===== src/rtl/ram_host_pkg.sv =====
// Shared constants, state encoding and helpers for the operand-RAM host port.
// Latency: n/a (package only).
// Backpressure: n/a (package only).
package ram_host_pkg;

  localparam int ADDR_W    = 7;
  localparam int DATA_W    = 198;   // 99 trits x 2 bits
  localparam int BEAT_W    = 32;
  localparam int BEATS     = (DATA_W + BEAT_W - 1) / BEAT_W;   // 7
  localparam int LAST_BITS = DATA_W - (BEATS - 1) * BEAT_W;    // 6
  localparam int BCNT_W    = 3;

  typedef logic [BCNT_W-1:0] beat_cnt_t;

  localparam beat_cnt_t LAST_BEAT = beat_cnt_t'(BEATS - 1);

  typedef enum logic [2:0] {
    ST_IDLE     = 3'd0,
    ST_WCOLLECT = 3'd1,
    ST_WCOMMIT  = 3'd2,
    ST_RISSUE   = 3'd3,
    ST_RCAPTURE = 3'd4,
    ST_RSEND    = 3'd5
  } state_t;

  // Bit offset of beat k inside the full-width word.
  function automatic logic [7:0] beat_lsb(input beat_cnt_t k);
    return 8'(k) * 8'(BEAT_W);
  endfunction

endpackage


===== src/rtl/beat_shift_reg.sv =====
// Full-width assembly/disassembly register: parallel load, beat insert at index k, right shift by one beat.
// Latency: register updates at the clock edge; o_nxt shows the value it will take at that edge.
// Backpressure: none; the caller gates i_ins/i_shift with its own handshakes.
//
// Ports: clk/reset_n clock and async active-low reset; i_load/i_load_dat parallel load;
// i_ins/i_ins_idx/i_ins_dat beat insert; i_shift right shift; o_nxt next value; o_beat low beat.
// Priority when several controls are high: load, then insert, then shift.
module beat_shift_reg
  import ram_host_pkg::*;
(
  input  logic              clk,
  input  logic              reset_n,
  input  logic              i_load,
  input  logic [DATA_W-1:0] i_load_dat,
  input  logic              i_ins,
  input  beat_cnt_t         i_ins_idx,
  input  logic [BEAT_W-1:0] i_ins_dat,
  input  logic              i_shift,
  output logic [DATA_W-1:0] o_nxt,
  output logic [BEAT_W-1:0] o_beat
);

  logic [DATA_W-1:0] r_dat;
  logic [DATA_W-1:0] w_lane_mask;
  logic [DATA_W-1:0] w_lane_dat;
  logic [DATA_W-1:0] w_nxt;

  // Shifting past DATA_W truncates the top beat to LAST_BITS, so beat 6
  // only lands wdata[5:0] in bits [197:192].
  always_comb begin
    w_lane_mask = {{(DATA_W-BEAT_W){1'b0}}, {BEAT_W{1'b1}}} << beat_lsb(i_ins_idx);
    w_lane_dat  = {{(DATA_W-BEAT_W){1'b0}}, i_ins_dat}     << beat_lsb(i_ins_idx);
    w_nxt       = r_dat;
    if (i_load) begin
      w_nxt = i_load_dat;
    end else if (i_ins) begin
      w_nxt = (r_dat & ~w_lane_mask) | (w_lane_dat & w_lane_mask);
    end else if (i_shift) begin
      // Zero fill makes the final read beat come out zero-extended.
      w_nxt = r_dat >> BEAT_W;
    end
  end

  always_ff @(posedge clk or negedge reset_n) begin
    if (!reset_n) begin
      r_dat <= '0;
    end else begin
      r_dat <= w_nxt;
    end
  end

  assign o_nxt  = w_nxt;
  assign o_beat = r_dat[BEAT_W-1:0];

endmodule


===== src/rtl/ram_host_port.sv =====
// Host access port for RAM port B: 7 x 32-bit beats <-> one 198-bit RAM word.
// Latency: write strobe 7 edges after command accept; first read beat valid 2 edges after accept.
// Backpressure: valid/ready on cmd, wdata and rdata; rdata/rdata_last hold while rdata_ready is low.
//
// Ports: clk, reset_n (async active-low);
//   cmd_valid/cmd_ready/cmd_write/cmd_addr  host command (one word read or write);
//   wdata/wdata_valid/wdata_ready           write beats, least-significant first;
//   rdata/rdata_valid/rdata_ready/rdata_last read beats, least-significant first, last = beat 6;
//   ram_wr/ram_addr/ram_din/ram_dout        RAM port B (registered read data);
//   busy                                    high whenever not IDLE.
module ram_host_port
  import ram_host_pkg::*;
(
  input  logic              clk,
  input  logic              reset_n,
  input  logic              cmd_valid,
  output logic              cmd_ready,
  input  logic              cmd_write,
  input  logic [ADDR_W-1:0] cmd_addr,
  input  logic [BEAT_W-1:0] wdata,
  input  logic              wdata_valid,
  output logic              wdata_ready,
  output logic [BEAT_W-1:0] rdata,
  output logic              rdata_valid,
  input  logic              rdata_ready,
  output logic              rdata_last,
  output logic              ram_wr,
  output logic [ADDR_W-1:0] ram_addr,
  output logic [DATA_W-1:0] ram_din,
  input  logic [DATA_W-1:0] ram_dout,
  output logic              busy
);

  state_t            r_state;
  beat_cnt_t         r_beat;
  logic              r_ram_wr;
  logic [ADDR_W-1:0] r_ram_addr;
  logic [DATA_W-1:0] r_ram_din;
  logic              r_rdata_valid;
  logic              r_rdata_last;

  logic              w_load;
  logic              w_ins;
  logic              w_shift;
  logic [DATA_W-1:0] w_sreg_nxt;
  logic [BEAT_W-1:0] w_sreg_beat;

  assign w_load  = (r_state == ST_RCAPTURE);
  assign w_ins   = (r_state == ST_WCOLLECT) && wdata_valid;
  assign w_shift = (r_state == ST_RSEND) && rdata_ready;

  beat_shift_reg u_sreg (
    .clk        (clk),
    .reset_n    (reset_n),
    .i_load     (w_load),
    .i_load_dat (ram_dout),
    .i_ins      (w_ins),
    .i_ins_idx  (r_beat),
    .i_ins_dat  (wdata),
    .i_shift    (w_shift),
    .o_nxt      (w_sreg_nxt),
    .o_beat     (w_sreg_beat)
  );

  always_ff @(posedge clk or negedge reset_n) begin
    if (!reset_n) begin
      r_state       <= ST_IDLE;
      r_beat        <= '0;
      r_ram_wr      <= 1'b0;
      r_ram_addr    <= '0;
      r_ram_din     <= '0;
      r_rdata_valid <= 1'b0;
      r_rdata_last  <= 1'b0;
    end else begin
      r_ram_wr <= 1'b0;
      case (r_state)
        ST_IDLE: begin
          if (cmd_valid) begin
            r_ram_addr <= cmd_addr;
            r_beat     <= '0;
            r_state    <= cmd_write ? ST_WCOLLECT : ST_RISSUE;
          end
        end
        ST_WCOLLECT: begin
          if (wdata_valid) begin
            if (r_beat == LAST_BEAT) begin
              // Snapshot the word including this final beat, so ram_din
              // stays put while later reads reuse the shift register.
              r_ram_din <= w_sreg_nxt;
              r_ram_wr  <= 1'b1;
              r_state   <= ST_WCOMMIT;
            end else begin
              r_beat <= r_beat + beat_cnt_t'(1);
            end
          end
        end
        ST_WCOMMIT: begin
          r_state <= ST_IDLE;
        end
        ST_RISSUE: begin
          // RAM samples ram_addr at the end of this cycle.
          r_state <= ST_RCAPTURE;
        end
        ST_RCAPTURE: begin
          r_beat        <= '0;
          r_rdata_valid <= 1'b1;
          r_rdata_last  <= 1'b0;
          r_state       <= ST_RSEND;
        end
        ST_RSEND: begin
          if (rdata_ready) begin
            if (r_beat == LAST_BEAT) begin
              r_rdata_valid <= 1'b0;
              r_rdata_last  <= 1'b0;
              r_state       <= ST_IDLE;
            end else begin
              r_beat       <= r_beat + beat_cnt_t'(1);
              r_rdata_last <= (r_beat == LAST_BEAT - beat_cnt_t'(1));
            end
          end
        end
        default: begin
          r_state <= ST_IDLE;
        end
      endcase
    end
  end

  assign cmd_ready   = (r_state == ST_IDLE);
  assign wdata_ready = (r_state == ST_WCOLLECT);
  assign busy        = (r_state != ST_IDLE);
  assign ram_wr      = r_ram_wr;
  assign ram_addr    = r_ram_addr;
  assign ram_din     = r_ram_din;
  assign rdata       = w_sreg_beat;
  assign rdata_valid = r_rdata_valid;
  assign rdata_last  = r_rdata_last;

endmodule


===== config.mk =====
export PLATFORM = sky130hd
export DESIGN_NAME = ram_host_port
export DESIGN_NICKNAME = d
export VERILOG_FILES = /design/src/rtl/ram_host_pkg.sv /design/src/rtl/beat_shift_reg.sv /design/src/rtl/ram_host_port.sv
export SDC_FILE = /design/constraint.sdc
export NUM_CORES = 1
export LEC_CHECK = 0
export CORE_MARGIN = 4
export CORE_UTILIZATION = 50
export CTS_CLUSTER_DIAMETER = 100
export CTS_CLUSTER_SIZE = 16
export DETAILED_ROUTE_END_ITERATION = 6
export MAX_ROUTING_LAYER = met4
export PLACE_DENSITY = 0.9
export SETUP_SLACK_MARGIN = 0.1
export SYNTH_ARGS = -nofsm -noshare
export SYNTH_HDL_FRONTEND = slang
export SYNTH_SLANG_ARGS = --single-unit

===== constraint.sdc =====
create_clock -name clk -period 2.5 [get_ports clk]
set_input_delay 0.5 -clock clk [delete_from_list [all_inputs] [get_ports clk]]
set_output_delay 0.5 -clock clk [all_outputs]
set_load 0.02 [all_outputs]

==> summary.txt <==
Hold path
  • Type of the worst min-delay path: in2reg
  • Hold EP: u_sreg.r_dat[102]
  • Worst hold path depth: 3
  • Critical hold path startpoint: ram_dout[102]

Critical path
  • Startpoint Class: flop
  • Reg2Reg Launch Point: r_beat[0]
  • CP Data Arrival Time: 1.83 ns
  • Worst Path Required: 2.00 ns
  • Reg2reg path depth: 8
  • RR Endpoint: ram_din[27]
  • R2R setup slack: 0.19 ns
  • CP Max Fanout: 8
  • Worst setup EP type: output port
  • Crit Path Class: reg2out

STA
  • Final setup viols: 0
  • Post-layout min period: 2.33 ns
  • Hold Violations, Final: 0
  • Tightest Pin Transition: 0.600 ns
  • Max-slew violations: 0
  • RSZ-0062 raised after global routing: true
  • Setup TNS: 0 ns
  • Max Clk Rate: 0.429 GHz
  • Slew HR: 59.9%
  • Period utilisation layout: 93.3%
  • Setup Skew: 0.0181 ns
  • Worst hold margin: 0.480 ns

Cells and area
  • Commonest non-fill, non-tap cell in the layout: clkdlybuf4s50_1
  • Fin cells: 3,161
  • Final nets: 2,877
  • Share of cells above drive strength 1: 4.98%
  • P&R area growth vs syn: 30.6%
  • FF+latch area: 10,300 µm²
  • Layout fillers: 3,040
  • Most frequent cells in the layout: 480 x clkdlybuf4s50_1, 427 x a21oi_1, 410 x dfrtp_1
  • Area of the multi-input gates: 8460 µm²

Drt
  • Via count: 19,900
  • TritonRoute pass-1 iters: 6
  • Detail-routed via count per cell: 6.29
  • DRT iter0 DRCs: 2,424
  • Routed Antenna Nets: 0
  • Remaining DRCs: 0
  • WL per Instance: 24.2 µm
  • Final WL: 76.5 mm

Power
  • Combinational power share: 51.4%
  • Leak: 0.0109 µW
  • Sw frac: 43.5%
  • Power density over cell area: 1240 nW/µm²
  • Peak VDD IR: 0.872 mV
  • Clock share of power: 13.9%
  • Net Sw Power: 14,000 µW
  • Int Pwr: 18,200 µW
  • Sequential share of power: 34.7%

Synthesis
  • Sequential share of the synthesized area: 51.8%
  • Ys flop type: dfrtp_1
  • Ys Warns: 0
  • Distinct cell type count after synthesis: 52
  • Mean Syn Cell Area: 8.71 µm²
  • Post-synth EDFFs: 0
  • Share of the synthesized area in the top cell type: 51.8%
  • Post-Syn Area: 19,900 µm²
  • Synth async-reset ratio: 100%
  • Leading area contributor after synthesis: dfrtp_1
  • Post-synthesis register bit count: 412
  • Dominant cells by area after synthesis: dfrtp_1 52%, a21oi_1 11%, nand2_1 7.1%, nor2_1 6.6%, a221oi_1 2.6%
  • Synth Instances: 2,287
  • Syn nets: 2,535

Die
  • Core area: 39,000 µm²
  • Die Area: 43,100 µm²
  • IO Count: 486
  • Row count: 72
  • Die Height: 208 µm
  • Initial core utilization: 51.1%
  • DIE WIDTH: 208 µm

Global route
  • Vias in the first global route: 19,600
  • GRT Overall Usage: 34.6%
  • Largest net degree at the start of global routing: 134
  • Initial antenna violation count: 12
  • First-pass GRT wire length: 117 mm
  • Overflow after GRT: 0

Placed design
  • RePlAce Congestion: 0.957
  • Inst Count DP: 3,114
  • PortBufs: 485
  • Post-detail-place hpwl: 52.6 mm

Status
  • Status: completed

CTS
  • Postcts setup bufs: 0
  • Clock sink total: 412
  • Worst-Skew Late Latency: 0.59 ns
  • TritonCTS clock tree: done
  • Worst-path clk slew: 0.08 ns
  • Maximum clock path buffer count: 3
  • H-tree depth: 1
  • Clock Tree Root: clkbuf_16
  • Num CTS Buffers: 29

Run
  • Max-cap violations: 0
-- layout make-up --
class                   count  share of cell area [%]
well taps                 518                    2.49
diodes                     12                   0.115
repair buffers            551                    22.2
clock buffers              31                    2.82
flip-flops and latches    412                    39.7
multi-input cells        1630                    32.5
clock inverters             2                   0.149
inverters                   5                  0.0818
-- worst max-delay path: stages (launching register included) --
cell and delay, ns:
dfrtp_4 0.54, nor2b_1 0.18, nor2b_1 0.15, dlygate4sd2_1 0.39
-- stage by stage --
stage                     util (%)  cell area (µm²)  total power, µW  worst slack, ns
after floorplan                  -            19900            20200            0.550
after CTS                     66.5            25900            31900            0.130
after global placement        64.5            25200            26900            0.157
final                         66.7            26000            32200            0.167
after detailed placement      64.5            25200            27400           0.0591
after global routing          66.7            26000            33800           0.0383
-- worst max path at each step --
| stage | start | endpoint | slack, ns | depth (start not counted) |
|---|---|---|---|---|
| final | r_state[0] | wdata_ready | 0.17 | 3 |
| after global routing | r_state[0] | wdata_ready | 0.04 | 3 |
| after CTS | r_state[0] | ram_din[24] | 0.13 | 6 |
| after detailed placement | wdata_valid | ram_din[14] | 0.06 | 7 |
| after global placement | wdata_valid | u_sreg.r_dat[196] | 0.16 | 6 |
| after floorplan | r_state[0] | ram_addr[0] | 0.55 | 5 |
-- Yosys cell counts, drive strengths merged (2+ instances only) --
cell,number
nor3,4
o211ai,3
clkbuf,124
and2,31
a221o,48
a21oi,427
and4,3
nor2b,7
nor2,348
o21ai,123
mux2i,2
and3,27
nand2,379
a22o,3
dfrtp,412
a31oi,6
a41oi,32
mux2,9
a21boi,5
ha,5
buf,116
nand3,41
o22a,44
inv,5
nand2b,3
o22ai,3
a221oi,64
-- flip-flops by register name, indices dropped and copies added (netlist names) --
register      flops
r_state           3
u_sreg.r_dat    198
ram_addr          7
rdata_valid       1
ram_wr            1
ram_din         198
r_beat            3
rdata_last        1
-- per-layer routing --
metal,global-route usage (%),up-vias,part of all wire [%]
li1,-,8630,-
met1,47.0,9563,40
met2,51.7,1479,45
met3,6.95,215,11
met4,13.1,0,4.5
met5,-,-,0
-- cell families (layout without fill, tap and decap cells) --
kind of cell / after synthesis / count (layout) / share of synthesized area (%)
and+or+nand+nor: 851 / 851 / 17.7
AOI/OAI and AO/OA: 763 / 763 / 23.5
DFF: 412 / 412 / 51.8
buffers and inverters: 245 / 589 / 6.10
muxes: 11 / 11 / 0.609
adders and majority gates: 5 / 5 / 0.314
other: 0 / 12 / 0
-- repair_timing --
action | in CTS | in global routing
gates cloned | 0 | 1
hold endpoints to repair | 55 | 0
resized for setup | 5 | 2
hold buffers | 1 | 0
setup endpoints to repair | 3 | 85
-- power groups by stage --
stage | Combinational, µW | Clock, µW | Sequential [µW]
after CTS | 16300 | 4520 | 11100
after floorplan | 7850 | 0 | 12300
after global routing | 17600 | 4750 | 11400
final | 16600 | 4490 | 11200
after global placement | 15800 | 0 | 11100
after detailed placement | 16200 | 0 | 11200
No activity file was read; power rests on OpenSTA's default activity.
